File: src/rtl/result_display.sv
// Sign + three-digit decimal display of the operation stage result.
// Double-dabble conversion feeds a 4-digit multiplexed seven-segment scan.
module result_display #(
   parameter int REFRESH_DIV = 50000
) (
   input  logic        clk,
   input  logic        rst,
   input  logic [10:0] value_in,
   output logic [6:0]  seg,
   output logic [3:0]  an,
   output logic        dp,
   output logic        busy
);

   localparam int CW = (REFRESH_DIV > 2) ? $clog2(REFRESH_DIV) : 1;
   localparam logic [CW-1:0] CNT_LAST = CW'(REFRESH_DIV - 1);

   localparam logic [1:0] S_IDLE  = 2'd0;
   localparam logic [1:0] S_LOAD  = 2'd1;
   localparam logic [1:0] S_SHIFT = 2'd2;
   localparam logic [1:0] S_DONE  = 2'd3;

   localparam logic [6:0] SEG_ZERO  = 7'b1000000;
   localparam logic [6:0] SEG_DASH  = 7'b0111111;
   localparam logic [6:0] SEG_BLANK = 7'b1111111;

   function automatic logic [6:0] digit_code(input logic [3:0] d);
      logic [6:0] c;
      c = SEG_BLANK;
      unique case (d)
         4'd0: c = 7'b1000000;
         4'd1: c = 7'b1111001;
         4'd2: c = 7'b0100100;
         4'd3: c = 7'b0110000;
         4'd4: c = 7'b0011001;
         4'd5: c = 7'b0010010;
         4'd6: c = 7'b0000010;
         4'd7: c = 7'b1111000;
         4'd8: c = 7'b0000000;
         4'd9: c = 7'b0010000;
         default: c = SEG_BLANK;
      endcase
      return c;
   endfunction

   logic [1:0]    state;
   logic [10:0]   last_val;
   logic          neg;
   logic [26:0]   sreg;
   logic [3:0]    iter;
   logic [6:0]    img [4];
   logic [CW-1:0] cnt;
   logic [1:0]    idx;

   logic [11:0]   mag;
   logic [26:0]   sreg_adj;
   logic [3:0]    bcd_th;
   logic [3:0]    bcd_h;
   logic [3:0]    bcd_t;
   logic [3:0]    bcd_u;
   logic          ovf;
   logic [6:0]    new_img [4];
   logic [6:0]    img_n [4];
   logic          wrap;
   logic [1:0]    idx_n;

   // 12-bit negate so that -1024 yields a magnitude of 1024
   always_comb begin
      mag = {last_val[10], last_val};
      if (last_val[10])
         mag = 12'd0 - {last_val[10], last_val};
   end

   always_comb begin
      sreg_adj = sreg;
      for (int n = 0; n < 4; n++) begin
         if (sreg[11 + 4*n +: 4] >= 4'd5)
            sreg_adj[11 + 4*n +: 4] = sreg[11 + 4*n +: 4] + 4'd3;
      end
   end

   assign bcd_th = sreg[26:23];
   assign bcd_h  = sreg[22:19];
   assign bcd_t  = sreg[18:15];
   assign bcd_u  = sreg[14:11];
   assign ovf    = (bcd_th != 4'd0);

   always_comb begin
      new_img[3] = neg ? SEG_DASH : SEG_BLANK;
      new_img[2] = (bcd_h == 4'd0) ? SEG_BLANK : digit_code(bcd_h);
      new_img[1] = ((bcd_h == 4'd0) && (bcd_t == 4'd0))
                   ? SEG_BLANK : digit_code(bcd_t);
      new_img[0] = digit_code(bcd_u);
      if (ovf) begin
         for (int n = 0; n < 4; n++)
            new_img[n] = SEG_DASH;
      end
   end

   // The outgoing seg follows the image being committed this cycle
   always_comb begin
      for (int n = 0; n < 4; n++)
         img_n[n] = (state == S_DONE) ? new_img[n] : img[n];
   end

   assign wrap  = (cnt == CNT_LAST);
   assign idx_n = wrap ? idx + 2'd1 : idx;

   always_ff @(posedge clk) begin
      if (rst) begin
         state    <= S_IDLE;
         last_val <= 11'd0;
         neg      <= 1'b0;
         sreg     <= 27'd0;
         iter     <= 4'd0;
         busy     <= 1'b0;
      end else begin
         unique case (state)
            S_IDLE: begin
               if (value_in != last_val) begin
                  last_val <= value_in;
                  busy     <= 1'b1;
                  state    <= S_LOAD;
               end
            end
            S_LOAD: begin
               neg   <= last_val[10];
               sreg  <= {16'd0, mag[10:0]};
               iter  <= 4'd0;
               state <= S_SHIFT;
            end
            S_SHIFT: begin
               sreg <= {sreg_adj[25:0], 1'b0};
               iter <= iter + 4'd1;
               if (iter == 4'd10)
                  state <= S_DONE;
            end
            S_DONE: begin
               busy  <= 1'b0;
               state <= S_IDLE;
            end
            default: state <= S_IDLE;
         endcase
      end
   end

   always_ff @(posedge clk) begin
      if (rst) begin
         img[3] <= SEG_BLANK;
         img[2] <= SEG_BLANK;
         img[1] <= SEG_BLANK;
         img[0] <= SEG_ZERO;
      end else if (state == S_DONE) begin
         for (int n = 0; n < 4; n++)
            img[n] <= new_img[n];
      end
   end

   always_ff @(posedge clk) begin
      if (rst) begin
         cnt <= '0;
         idx <= 2'd0;
         an  <= 4'b1110;
         seg <= SEG_ZERO;
      end else begin
         cnt <= wrap ? '0 : cnt + 1'b1;
         idx <= idx_n;
         an  <= ~(4'b0001 << idx_n);
         seg <= img_n[idx_n];
      end
   end

   assign dp = 1'b1;

endmodule

File: config.mk
export PLATFORM = sky130hd
export DESIGN_NAME = result_display
export DESIGN_NICKNAME = d
export VERILOG_FILES = /design/src/rtl/result_display.sv
export SDC_FILE = /design/constraint.sdc
export NUM_CORES = 1
export LEC_CHECK = 0
export ABC_AREA = 1
export BUFFER_PORTS_ARGS = -buffer_cell sky130_fd_sc_hd__buf_2
export CORE_AREA = 5 5 120 133
export CTS_CLUSTER_DIAMETER = 80
export DETAILED_ROUTE_END_ITERATION = 7
export DIE_AREA = 0 0 125 138
export PLACE_DENSITY = 0.64
export SYNTH_ARGS = -nofsm -noshare
export SYNTH_HDL_FRONTEND = slang
export SYNTH_SLANG_ARGS = --single-unit
File: constraint.sdc
create_clock -name clk -period 6.3 [get_ports clk]
set_input_delay 0.63 -clock clk [delete_from_list [all_inputs] [get_ports clk]]
set_output_delay 0.63 -clock clk [all_outputs]
set_load 0.01 [all_outputs]
* After elaboration in Yosys (flattened, before gate mapping) *
Memories as Yosys holds them, arrays and structs flattened. A register that Yosys moved wholly into a read port is not among the register bits.
Index checks and enable logic that the tools add are counted.

storage, ports and cells
  register bits after elaboration = 75
  memory bits (writable) = 28
  ROM bits = 336
  bits of input ports = 13
  logic and storage cells = 92
  memories = 4

cells by class
  add/sub/neg operators = 8
  magnitude comparators = 5
  equal/unequal tests = 8
  shifts and indexed selects = 1
  mux-type cells = 39
  bitwise gates (word level) = 6
  reductions and logical operators = 11

memory list
  memory           depth  bits a word  read ports  clocked after memory_dff  wr ports  line  RTL
  (no name shown)  16     7            1           1                         0         30    unique case (d)
  (no name shown)  16     7            1           1                         0         30
  (no name shown)  16     7            1           1                         0         30
  img              4      7            4           0                         4         51    logic [6:0] img [4];

operators by type and width
  kind                     number
  $mux W7                  13
  $pmux W27 S2             1
  $mux W4                  9
  $mux W28                 1
  $add A16 B1 Y16 const B  1
  $eq A16 B16 Y1 const B   1
  $ge A4 B3 Y1 const B     4
  $bmux W7 S2              1
  $add A4 B2 Y4 const B    3
  $mux W11                 1
  $ne A11 B11 Y1           1
  $sub A1 B11 Y11 const A  1
  $logic_not A4 Y1         2
  $pmux W2 S4              1
  $pmux W4 S2              1
  $mux W1                  6
  $mux W2                  3
  $reduce_and A2 Y1        3
  $add A4 B1 Y4 const B    1
  $eq A2 B2 Y1 const B     2
  $eq A4 B4 Y1 const B     1
  $ne A2 B2 Y1 const B     2
  $not A4 Y4               1
  $or A1 B1 Y1             4
  other kinds (13)         14

* Logic depth before layout (Yosys ltp) *
  depth after elaboration = 8
  depth in mapped cells = 16

* Worst setup path before layout *
OpenSTA, ideal clock, no wires.

  path kind = register -> register
  start point = reg state[0]
  end point = reg (tool-made name)
  data arrival time = 2051 ps
  data required time = 6179 ps
  slack = 4129 ps
  cell stages (with the launch flop) = 15
  buffers on the path = 1
  period minus slack after synthesis = 2171 ps
  cells stage by stage = dfxtp_1 -> inv_1 -> ha_1 -> nand2_2 -> clkinv_2 -> buf_4 -> nand3_1 -> nand2_1 -> nand2_1 -> inv_1 -> ha_1 -> nand3_1 -> nand2_1 -> nand2_1 -> nand2_1

RTL lines
  what                    line  RTL
  start, declared         46    logic [1:0] state;
  start signal, assigned  111   state <= S_IDLE;
  start signal, assigned  123   state <= S_LOAD;
  start signal, assigned  130   state <= S_SHIFT;

==> run_results.csv <==
group,metric,value,unit
clocking,clkSinkCount,118,
critical_path,crit_required,6400,ps
sta,relSlewSlack,0.165,
clocking,postCtsHoldBufs,0,
sta,setup_tns,0,ps
min_path,hold_class,"reg2reg",
global_route,grt_max_degree,42,
clocking,ctsHtreeMaxLevel,4,
finish,final_nets,925,
die,start_util,0.441,
synthesis,synth_fp_nets,908,
critical_path,path_cells,"ha_1, inv_1, nor2_1, o21ai_0",
global_route,grt_overflow,0,
clocking,clk_path_buf_depth,2,
synthesis,synth_area,6320,um2
sta,setup_viol,0,
critical_path,arrival,3380,ps
die,core_area,14300,um2
drt,drt_first_pass_iters,4,
finish,n_antenna_cell,0,
die,fp.dieArea,17300,um2
synthesis,netlist.area_leader.share,0.304,
clocking,cts_tree,"built",
synthesis,yosys-top-cells-area,"dfxtp_1 30%, nand2_1 15%, edfxtp_1 10%, ha_1 6.5%, inv_1 6.5%",
drt,ant_nets,0,
finish,areaGrowthSynthToFinish,13.4,%
synthesis,ys_seq_area_frac,0.408,
run,cap_violations,0,
die,io_pins,26,
critical_path,regToRegStartpoint,"state[1]",
place,dpl.hpwl,8.79,mm
sta,fmax,305,MHz
synthesis,syn_inst,862,
clocking,numCtsBuffers,17,
synthesis,ys_ff_latch,118,
global_route,grt_pass1_wl,22.2,mm
critical_path,startpoint_type,"register",
sta,fin_skew,7.29,ps
power,cellPowerDensity,340,nW/um2
place,numPortBuffers,24,
drt,vias_per_cell,4.82,
critical_path,cp-end-kind,"register",
global_route,grt_pass1_vias,4959,
global_route,antenna_found_initial,0,
critical_path,criticalPathCategory,"reg2reg",
place,gp_congestion,0.812,
synthesis,yosys_warnings,0,
drt,routed_wl,12.6,mm
sta,whs,463,ps
sta,period_needed,3280,ps
critical_path,crit_slowest_cell,"nor2_1",
critical_path,cp.buffers_inverters,1,
sta,hold_viol,0,
die,fp.dieW,125,um
drt,vias,5221,
drt,drt-initial-drc-count,273,
global_route,grt_usage,0.153,
synthesis,synth_top_cell_by_area,"dfxtp_1",
synthesis,synthDistinctLibCells,47,
drt,drt-wirelength-per-cell,11.6,um
clocking,cts_setup_buffers,0,
critical_path,critPathMaxFanout,25,
clocking,clkTransAtPathRegs,60,ps
status,status,"completed",
sta,fin_crit_sh,0.521,
clocking,root_buffer,"clkbuf_16",
critical_path,crit_path_start,"state[1]",
drt,route.detailed.drc,0,
clocking,clock_latency,420,ps
clocking,cts_resized,0,
critical_path,max_stage_delay,1070,ps
power,p_leak,0.00341,uW
sta,slew_viol_final,0,
finish,drive_gt1_frac,0.103,
power,ir_worst_vdd,216,uV
synthesis,avgSynthCellArea,7.34,um2
min_path,hp-start,"cnt[0]",
die,rows,46,
power,total_power,2440,uW
die,die_h,138,um
sta,rsz0062_at_grt,"no",
sta,worst_pin_slew,1250,ps
critical_path,critPathTopFamily,"simple AND/OR/NAND/NOR gates",
## cell type report
cell class / count / area, um2
Multi-Input combinational cell: 598 / 3160
Clock inverter: 12 / 178
Timing Repair Buffer: 25 / 128
Fill cell: 1405 / 7160
Clock buffer: 20 / 437
Sequential cell: 118 / 2580
Inverter: 119 / 448
Tap cell: 192 / 240
## power breakdown
| part | switching (uW) | internal, uW | total, uW |
|---|---|---|---|
| Sequential | 65.5 | 851 | 917 |
| Combinational | 340 | 169 | 510 |
| Clock | 351 | 661 | 1010 |
## final timing paths
check / endpoint / slack (ps) / cells after the start
worst max-delay path: img[0][6] / 3020 / 4
worst min-delay path: cnt[0] / 460 / 1
worst max register to register: img[0][6] / 3020 / 4
worst min register to register: cnt[0] / 460 / 1
## cell usage in the layout (no fill, tap or decap), types with 3 or more instances in the layout
master	Yosys	final
nand2_1	245	245
inv_1	110	110
dfxtp_1	96	96
nand3_1	74	74
nor2_1	64	64
o21ai_0	48	48
ha_1	33	33
buf_2	7	24
a21oi_1	23	23
edfxtp_1	22	22
clkbuf_16	0	17
nand4_1	12	12
xnor2_1	12	12
nand3b_1	10	10
a31oi_1	9	9
inv_2	7	7
o22ai_1	7	7
nor3_1	7	7
nand2_2	5	5
clkinv_2	1	4
o21ai_2	4	4
xor2_1	4	4
nor2_2	4	4
o21a_1	4	4
bufinv_16	0	4
nand3_2	3	3
a21oi_2	3	3
o21ai_1	3	3
clkinv_4	0	3
clkbuf_1	13	3
## Yosys cell counts (all sizes together)
master / instances
nand4: 12
a21boi: 2
o211ai: 2
clkbuf: 14
a21oi: 26
a31oi: 9
nand3: 79
inv: 117
o22ai: 7
a2bb2oi: 1
nor2: 72
ha: 33
conb: 1
clkinv: 2
nor3: 7
and3: 1
dfxtp: 96
o31ai: 2
o21a: 4
xor2: 4
xnor2: 12
or2: 4
edfxtp: 22
nand2: 253
o21bai: 2
buf: 13
nand3b: 10
o21ai: 55
## cells by family after synthesis
| family | share of synthesized area |
|---|---|
| buffers and inverters | 0.0920 |
| adders and majority gates | 0.0653 |
| DFF | 0.408 |
| AOI/OAI and AO/OA | 0.0997 |
| and+or+nand+nor | 0.312 |
| xor gates and xnor gates | 0.0222 |
| other | 0.000593 |
## routing by layer
metal / share of wire / vias up / wire length, um / global-route usage
met4: 0.020 / 0 / 256 / 0.0668
met1: 0.46 / 2326 / 5780 / 0.183
met2: 0.48 / 77 / 6060 / 0.263
met5: 0 / - / 0 / 0
met3: 0.038 / 22 / 480 / 0.0370
li1: - / 2796 / - / -
## metrics by stage
| step | std cells | instance area (um2) | setup slack (ps) | util |
|---|---|---|---|---|
| final | 1084 | 7170 | 3020 | 0.501 |
| after floorplan | 862 | 6320 | 4130 | - |
| after CTS | 1084 | 7170 | 3010 | 0.501 |
| after global placement | 1052 | 6560 | 3060 | 0.458 |
| after detailed placement | 1052 | 6560 | 3000 | 0.458 |
| after global routing | 1084 | 7170 | 2680 | 0.501 |
Power figures use the tool's default switching activity.
